<file path="src/rtl/ccff_chain_loader.sv">
// Configuration-chain writer: shifts a sentinel then bitstream words MSB-first into the
// ccff_head -> ccff_tail chain, and checks the sentinel as it emerges at ccff_tail.
module ccff_chain_loader #(
    parameter int unsigned       CHAIN_LEN = 1024,
    parameter int unsigned       WORD_W    = 32,
    parameter int unsigned       SENT_W    = 8,
    parameter logic [SENT_W-1:0] SENTINEL  = 8'hA5,
    parameter int unsigned       CNT_W     = $clog2(CHAIN_LEN + SENT_W + 1)
) (
    input  logic              prog_clk,
    input  logic              pReset,
    input  logic              start,
    input  logic [WORD_W-1:0] s_data,
    input  logic              s_valid,
    output logic              s_ready,
    output logic              ccff_head,
    output logic              ccff_shift_en,
    input  logic              ccff_tail,
    output logic              busy,
    output logic              done,
    output logic              pass
);

    localparam int unsigned NW   = (CHAIN_LEN + WORD_W - 1) / WORD_W;
    localparam int unsigned WC_W = $clog2(NW + 1);
    localparam int unsigned SC_W = $clog2(WORD_W + 1);

    localparam logic [CNT_W-1:0] K_LAST      = CNT_W'(SENT_W + CHAIN_LEN - 1);
    localparam logic [CNT_W-1:0] K_SENT_LAST = CNT_W'(SENT_W - 1);
    localparam logic [CNT_W-1:0] K_CHK       = CNT_W'(CHAIN_LEN);

    typedef enum logic [1:0] {S_IDLE, S_SENT, S_DATA, S_DONE} state_t;

    state_t            state_q, state_d;
    logic [CNT_W-1:0]  k_q, k_d;
    logic [WORD_W-1:0] sh_q, sh_d, hold_q, hold_d;
    logic [SC_W-1:0]   sh_cnt_q, sh_cnt_d;
    logic              hold_vld_q, hold_vld_d;
    logic [WC_W-1:0]   wcnt_q, wcnt_d;
    logic              ccff_head_q, ccff_head_d;
    logic              shift_en_q, shift_en_d;
    logic              s_ready_q, s_ready_d;
    logic              busy_q, busy_d;
    logic              done_q, done_d;
    logic              pass_q, pass_d;
    logic              take_data;

    // Sentinel bit j, counted from the MSB (the first bit shifted).
    function automatic logic sent_bit(input logic [CNT_W-1:0] j);
        logic b;
        b = 1'b0;
        for (int unsigned i = 0; i < SENT_W; i++) begin
            if (j == CNT_W'(SENT_W - 1 - i)) b = SENTINEL[i];
        end
        return b;
    endfunction

    always_comb begin
        state_d     = state_q;
        k_d         = k_q;
        sh_d        = sh_q;
        sh_cnt_d    = sh_cnt_q;
        hold_d      = hold_q;
        hold_vld_d  = hold_vld_q;
        wcnt_d      = wcnt_q;
        ccff_head_d = ccff_head_q;
        shift_en_d  = 1'b0;
        busy_d      = busy_q;
        done_d      = 1'b0;
        pass_d      = pass_q;
        take_data   = 1'b0;

        if (s_valid && s_ready_q) begin
            hold_d     = s_data;
            hold_vld_d = 1'b1;
            wcnt_d     = wcnt_q + WC_W'(1);
        end

        // k_q is the index of the shift presented this cycle.
        if (shift_en_q) begin
            k_d = k_q + CNT_W'(1);
            if (k_q >= K_CHK && ccff_tail != sent_bit(k_q - K_CHK)) pass_d = 1'b0;
        end

        case (state_q)
            S_IDLE: begin
                if (start) begin
                    state_d     = S_SENT;
                    k_d         = '0;
                    pass_d      = 1'b1;
                    busy_d      = 1'b1;
                    shift_en_d  = 1'b1;
                    ccff_head_d = SENTINEL[SENT_W-1];
                    sh_cnt_d    = '0;
                    hold_vld_d  = 1'b0;
                    wcnt_d      = '0;
                end
            end
            S_SENT: begin
                if (k_q == K_SENT_LAST) begin
                    state_d   = S_DATA;
                    take_data = 1'b1;
                end else begin
                    shift_en_d  = 1'b1;
                    ccff_head_d = sent_bit(k_d);
                end
            end
            S_DATA: begin
                if (shift_en_q && k_q == K_LAST) begin
                    state_d = S_DONE;
                    busy_d  = 1'b0;
                    done_d  = 1'b1;
                end else begin
                    take_data = 1'b1;
                end
            end
            default: state_d = S_IDLE;
        endcase

        // Source priority: shift register, then holding register (which already
        // includes a word accepted this cycle, so an empty pipeline has no bubble).
        if (take_data) begin
            if (sh_cnt_q != '0) begin
                shift_en_d  = 1'b1;
                ccff_head_d = sh_q[WORD_W-1];
                sh_d        = sh_q << 1;
                sh_cnt_d    = sh_cnt_q - SC_W'(1);
            end else if (hold_vld_d) begin
                shift_en_d  = 1'b1;
                ccff_head_d = hold_d[WORD_W-1];
                sh_d        = hold_d << 1;
                sh_cnt_d    = SC_W'(WORD_W - 1);
                hold_vld_d  = 1'b0;
            end
        end

        s_ready_d = (state_d == S_SENT || state_d == S_DATA) && !hold_vld_d &&
                    (wcnt_d < WC_W'(NW));
    end

    always_ff @(posedge prog_clk) begin
        if (pReset) begin
            state_q     <= S_IDLE;
            k_q         <= '0;
            sh_q        <= '0;
            sh_cnt_q    <= '0;
            hold_q      <= '0;
            hold_vld_q  <= 1'b0;
            wcnt_q      <= '0;
            ccff_head_q <= 1'b0;
            shift_en_q  <= 1'b0;
            s_ready_q   <= 1'b0;
            busy_q      <= 1'b0;
            done_q      <= 1'b0;
            pass_q      <= 1'b0;
        end else begin
            state_q     <= state_d;
            k_q         <= k_d;
            sh_q        <= sh_d;
            sh_cnt_q    <= sh_cnt_d;
            hold_q      <= hold_d;
            hold_vld_q  <= hold_vld_d;
            wcnt_q      <= wcnt_d;
            ccff_head_q <= ccff_head_d;
            shift_en_q  <= shift_en_d;
            s_ready_q   <= s_ready_d;
            busy_q      <= busy_d;
            done_q      <= done_d;
            pass_q      <= pass_d;
        end
    end

    assign s_ready       = s_ready_q;
    assign ccff_head     = ccff_head_q;
    assign ccff_shift_en = shift_en_q;
    assign busy          = busy_q;
    assign done          = done_q;
    assign pass          = pass_q;

endmodule

</file>
<file path="config.mk">
export PLATFORM = sky130hd
export DESIGN_NAME = ccff_chain_loader
export DESIGN_NICKNAME = d
export VERILOG_FILES = /design/src/rtl/ccff_chain_loader.sv
export SDC_FILE = /design/constraint.sdc
export NUM_CORES = 1
export LEC_CHECK = 0
export ABC_AREA = 1
export BUFFER_PORTS_ARGS = -buffer_cell sky130_fd_sc_hd__buf_2
export CAP_MARGIN = 20
export CORE_MARGIN = 4
export CORE_UTILIZATION = 55
export CTS_CLUSTER_DIAMETER = 150
export DETAILED_ROUTE_END_ITERATION = 6
export GPL_TIMING_DRIVEN = 0
export PLACE_DENSITY = 0.73
export SLEW_MARGIN = 20
export SYNTH_ARGS = -nofsm -noshare
export SYNTH_HDL_FRONTEND = slang
export SYNTH_SLANG_ARGS = --single-unit
</file>
<file path="constraint.sdc">
create_clock -name prog_clk -period 3.5 [get_ports prog_clk]
set_input_delay 0.35 -clock prog_clk [delete_from_list [all_inputs] [get_ports prog_clk]]
set_output_delay 0.35 -clock prog_clk [all_outputs]
set_load 0.01 [all_outputs]
</file>
# Word-level counts from Yosys, hierarchy flattened

Index checks and enable logic that the tools add are counted.

Add/subtract/negate cells: 4
Magnitude comparators: 2
Equality and inequality tests: 23
Multiplexer cells: 63
Bitwise operators: 1
Reductions and logical operators: 16

Operators by type and width:

| cell                                                      | count |
|---|---|
| equality test 11 x 3 -> 1 bit, second input constant      | 9 |
| 2-to-1 mux 32 bit                                         | 3 |
| 2-to-1 mux 6 bit                                          | 8 |
| equality test 11 x 2 -> 1 bit, second input constant      | 4 |
| 2-to-1 mux 1 bit                                          | 41 |
| 2-to-1 mux 11 bit                                         | 3 |
| equality test 11 x 1 -> 1 bit, second input constant      | 2 |
| logical NOT 11 bit                                        | 2 |
| adder 11 x 1 -> 11 bit, second input constant             | 1 |
| equality test 11 bit, second input constant               | 1 |
| greater-or-equal comparator 11 bit, second input constant | 1 |
| subtractor 11 bit, second input constant                  | 1 |
| one-hot mux 1 bit (2 select lines)                        | 4 |
| adder 6 x 1 -> 6 bit, second input constant               | 1 |
| less-than comparator 6 bit, second input constant         | 1 |
| 2-to-1 mux 2 bit                                          | 3 |
| one-hot mux 2 bit (3 select lines)                        | 1 |
| nonzero test 6 bit                                        | 1 |
| subtractor 6 x 1 -> 6 bit, second input constant          | 1 |
| logical AND 1 bit                                         | 5 |
| equality test 2 x 1 -> 1 bit, second input constant       | 2 |
| equality test 2 bit, second input constant                | 2 |
| inequality test 2 bit, second input constant              | 2 |
| nonzero test 2 bit                                        | 2 |
| 8 further kinds                                           | 8 |

Register bits after elaboration: 96
Input port bits: 37
Output and inout port bits: 6
Logic and storage cells: 122

# Longest topological paths before layout

Depth after elaboration: 17
Mapped depth: 13
Gate-level depth less buffers: 13

# Least setup slack after synthesis

No wires, ideal clock.

Path type: register -> register
Start point: register k_q[0]
End point: register shift_en_q (netlist: ccff_shift_en)
Library setup time: 132 ps
Data arrival time: 1,536 ps
Data required time: 3,368 ps
Slack: 1,832 ps
Stages on the path, launching flop included: 12
Path buffers: 1
Path through: dfxtp_1 -> ha_1 -> nand2_2 -> nor2_2 -> nand3_1 -> o21ai_2 -> nand2_2 -> nand2_4 -> inv_8 -> nand2_8 -> buf_6 -> a31oi_2

Longest elaborated chain between the ends: 6
Elaborated cells between the ends (all ways): 11

RTL lines:

| item                               | line | text |
|---|---|---|
| start: declaration                 | 35   | `logic [CNT_W-1:0] k_q, k_d;` |
| start signal: assignment           | 158  | `k_q <= k_d;` |
| equality test 11 x 3 -> 1 bit      | 100  | `if (k_q == K_SENT_LAST) begin` |
| 2-to-1 mux 1 bit                   | 100  |  |
| one-hot mux 1 bit (2 select lines) | 85   | `case (state_q)` |
| 2-to-1 mux 1 bit                   | 128  | `end else if (hold_vld_d) begin` |
| 2-to-1 mux 1 bit                   | 123  | `if (sh_cnt_q != '0) begin` |
| 2-to-1 mux 1 bit *                 | 122  | `if (take_data) begin` |
| end signal: assignment             | 165  | `shift_en_q <= shift_en_d;` |
| end: declaration                   | 41   | `logic shift_en_q, shift_en_d;` |

Every way passes the cells marked *; elsewhere a longest branch is shown, timed or not.
A chain may end at the register's enable or synchronous reset.

# Final worst setup path

Start point: register state_q[0]
End point: register k_q[8]

Longest elaborated chain between the ends: 2

RTL lines:

| item                     | line | text |
|---|---|---|
| start: declaration       | 34   | `state_t state_q, state_d;` |
| start signal: assignment | 157  | `state_q <= state_d;` |
| logical NOT 2 bit        | 85   |  |
| 2-to-1 mux 11 bit        | 85   |  |

No other way between the ends.

==> impl_metrics.csv <==
group,metric,value,unit
critical_path,rrSetupSlack,1.36,ns
timing,final-hold-violation-count,0,
placed_design,dp_cells,763,
critical_path,worst-path-buf-inv,4,
floorplan,rows,33,
clock_tree,htree_levels,3,
clock_tree,cts_made_buffers,9,
detailed_routing,drc,0,
timing,fin_hold_ws,0.242,ns
timing,timing.final.ws_setup,1.36,ns
logic_synthesis,synth_area,4730,µm²
floorplan,initial_core_util,57.0,%
finish,fin_area,5300,µm²
detailed_routing,wl_per_cell,12.6,µm
finish,final_core_utilization,63.9,%
clock_tree,postCtsSetupBuffers,0,
global_routing,grt_overflow_total,0,
logic_synthesis,yosys.area.top_type,"dfxtp_1",
finish,n_fill_cell,768,
critical_path,crit-reg2reg-launch,"state_q[0]",
placed_design,place_area,5070,µm²
worst_hold_path,min_from,"s_data[13]",
status,status,"finished, final reports clean",
logic_synthesis,netlist_top_cells_area,"dfxtp_1 40%, nor2_1 8.5%, nand2_1 8.1%",
timing,max_freq,466,MHz
critical_path,cp_top_family,"simple AND/OR/NAND/NOR gates",
detailed_routing,avgViaCountPerCell,5.07,
critical_path,timing.rr.end,"k_q[8]",
logic_synthesis,ys.flop_type,"dfxtp_1",
logic_synthesis,synth-edff-count,0,
critical_path,crit_arrival,2.44,ns
critical_path,crit_slowest_cell,"dfxtp_1",
clock_tree,clock_path_buffers,2,
logic_synthesis,ys_ff_latch,95,
placed_design,dp_hpwl,7.43,mm
detailed_routing,dr.pass1.iters,4,
timing,skew,0.00832,ns
critical_path,start_kind,"flip-flop",
power_and_ir_drop,p_leak,2.44,nW
clock_tree,cts_tree,"done",
critical_path,max_stage_delay,0.39,ns
critical_path,cp_max_fo,10,
detailed_routing,ant_nets,0,
logic_synthesis,seq_area_frac_synth,40.2,%
logic_synthesis,synth_top_area_share,40.2,%
critical_path,cp-end-kind,"flip-flop",
floorplan,ioPinCount,43,
detailed_routing,vias,3948,
global_routing,grt_usage,19.9,%
timing,worst_pin_slew,0.533,ns
timing,setup_viol_count_final,0,
clock_tree,clk_pin_slew_worst_paths,0.09,ns
timing,tns,0,ns
job,maxCapViolCount,0,
floorplan,die_w,101,µm
logic_synthesis,synthCells,617,
clock_tree,root_buffer,"clkbuf_8",
clock_tree,cts.sinks,95,
clock_tree,worstSkewPairLatency,0.36,ns
global_routing,antenna_found_initial,0,
critical_path,required,3.80,ns
finish,diodes,0,
logic_synthesis,synth_commonest_cells,"107 x nor2_1, 102 x nand2_1, 95 x dfxtp_1",
finish,multi_input_area,2370,µm²
timing,rsz0062_at_grt,"no",
power_and_ir_drop,power,2.16,mW
worst_hold_path,worstHoldPathType,"input pin to flip-flop",
global_routing,grt_pass1_wl,16.4,mm
floorplan,die-area,10200,µm²
logic_synthesis,yosysMostFrequentCell,"nor2_1",
worst_hold_path,hold_end,"hold_q[13]",
clock_tree,cts-resized-gates,0,
logic_synthesis,ys_types,38,
critical_path,crit_chain,"inv_1 > ha_1 > nand2_1 > inv_1 > nor2_1 > inv_1 > clkbuf_1 > nor2_1",
global_routing,grt_max_degree,16,
worst_hold_path,min_delay_path_depth,3,
finish,nNetsFinal,718,
clock_tree,cts-hold-fix-buffers,0,
finish,drive_gt1_share,20.1,%
floorplan,core_region_area,8300,µm²
logic_synthesis,ys.warnings.count,0,
power_and_ir_drop,ir_drop,0.268,mV
timing,slew_headroom,64.4,%
logic_synthesis,syn_avg_cell_area,7.67,µm²
critical_path,cpMostUsedCell,"inv_1",
timing,slew_viol_final,0,
finish,finalNonFillerCells,778,
critical_path,critical_path_class,"flip-flop to flip-flop",
floorplan,die_y,101,µm
placed_design,routabilityCongestion,0.867,
placed_design,port_buffers,41,
finish,seq_area,1900,µm²
logic_synthesis,async_flop_share,0,%
timing,period_minus_slack,2.14,ns
detailed_routing,drt_iter0_markers,181,
finish,area_delta_synth_final,11.9,%
detailed_routing,drt-total-wl,9.82,mm
global_routing,grt_pass1_vias,3666,
timing,period_share,61.3,%
logic_synthesis,syn_nets,666,
placed_design,preCtsSetupSlack,1.38,ns
power_and_ir_drop,power_density,408,nW/µm²
critical_path,ff2ff_path_depth,8,
## worst max path at each step
stage | from | end | slack (ns) | depth (start not counted)
floorplan | k_q[0] | ccff_shift_en | 1.83 | 11
global placement | state_q[1] | k_q[5] | 1.44 | 8
detailed placement | state_q[0] | k_q[8] | 1.38 | 8
CTS | state_q[0] | k_q[8] | 1.35 | 8
global route | state_q[1] | k_q[9] | 1.17 | 8
finish | state_q[0] | k_q[8] | 1.36 | 8
## cells by family after synthesis
logic type      count (synthesis)  synth area share, %
flops                          95                 40.2
fa+ha+maj                      12                 3.17
simple gates                  276                 25.7
compound gates                 94                 12.9
buf+inv                       100                 9.86
xor+xnor                        8                 1.48
mux                            32                 6.77
## per-layer routing
layer / vias up / global-route usage, % / routed length [µm]
met5: - / 0 / 0
li1: 2074 / - / -
met3: 12 / 3.32 / 382
met4: 0 / 7.77 / 146
met2: 74 / 33.2 / 4650
met1: 1788 / 25.7 / 4640
## cells in the final DEF (no fill, tap or decap), types with 12 or more instances in the layout
cell	netlist	routed
nor2_1	107	107
nand2_1	102	102
dfxtp_1	95	95
inv_1	64	64
buf_2	9	50
a21oi_1	41	41
nand3_1	36	36
mux2i_1	32	32
a21oi_2	29	29
o21ai_0	13	13
ha_1	12	12
## flip-flops by register name, indices dropped and copies added, names as in the netlist, 2 cells and up
signal / flops
hold_q: 32
k_q: 11
sh_cnt_q: 6
sh_q: 31
state_q: 2
wcnt_q: 6
## report_power, final
group / switching (mW) / total (mW) / leakage (nW) / internal, mW
logic: 0.141 / 0.224 / 1.56 / 0.0840
registers: 0.0124 / 1.12 / 0.769 / 1.11
clock network: 0.377 / 0.819 / 0.116 / 0.442
## area by class of cell
class	count	area share (%)
Tap cell	105	2.48
Inverter	72	5.24
Timing Repair Buffer	41	3.87
Multi-Input combinational cell	422	44.6
Sequential cell	95	35.9
Clock inverter	4	1.46
Clock buffer	11	2.86
Buffer	28	3.56
## worst min-delay path, delay by kind of cell
kind,cells,cell delay (ns)
simple gates,1,0.08
buf+inv,1,0.07
mux,1,0.07
Power figures use the tool's default switching activity.
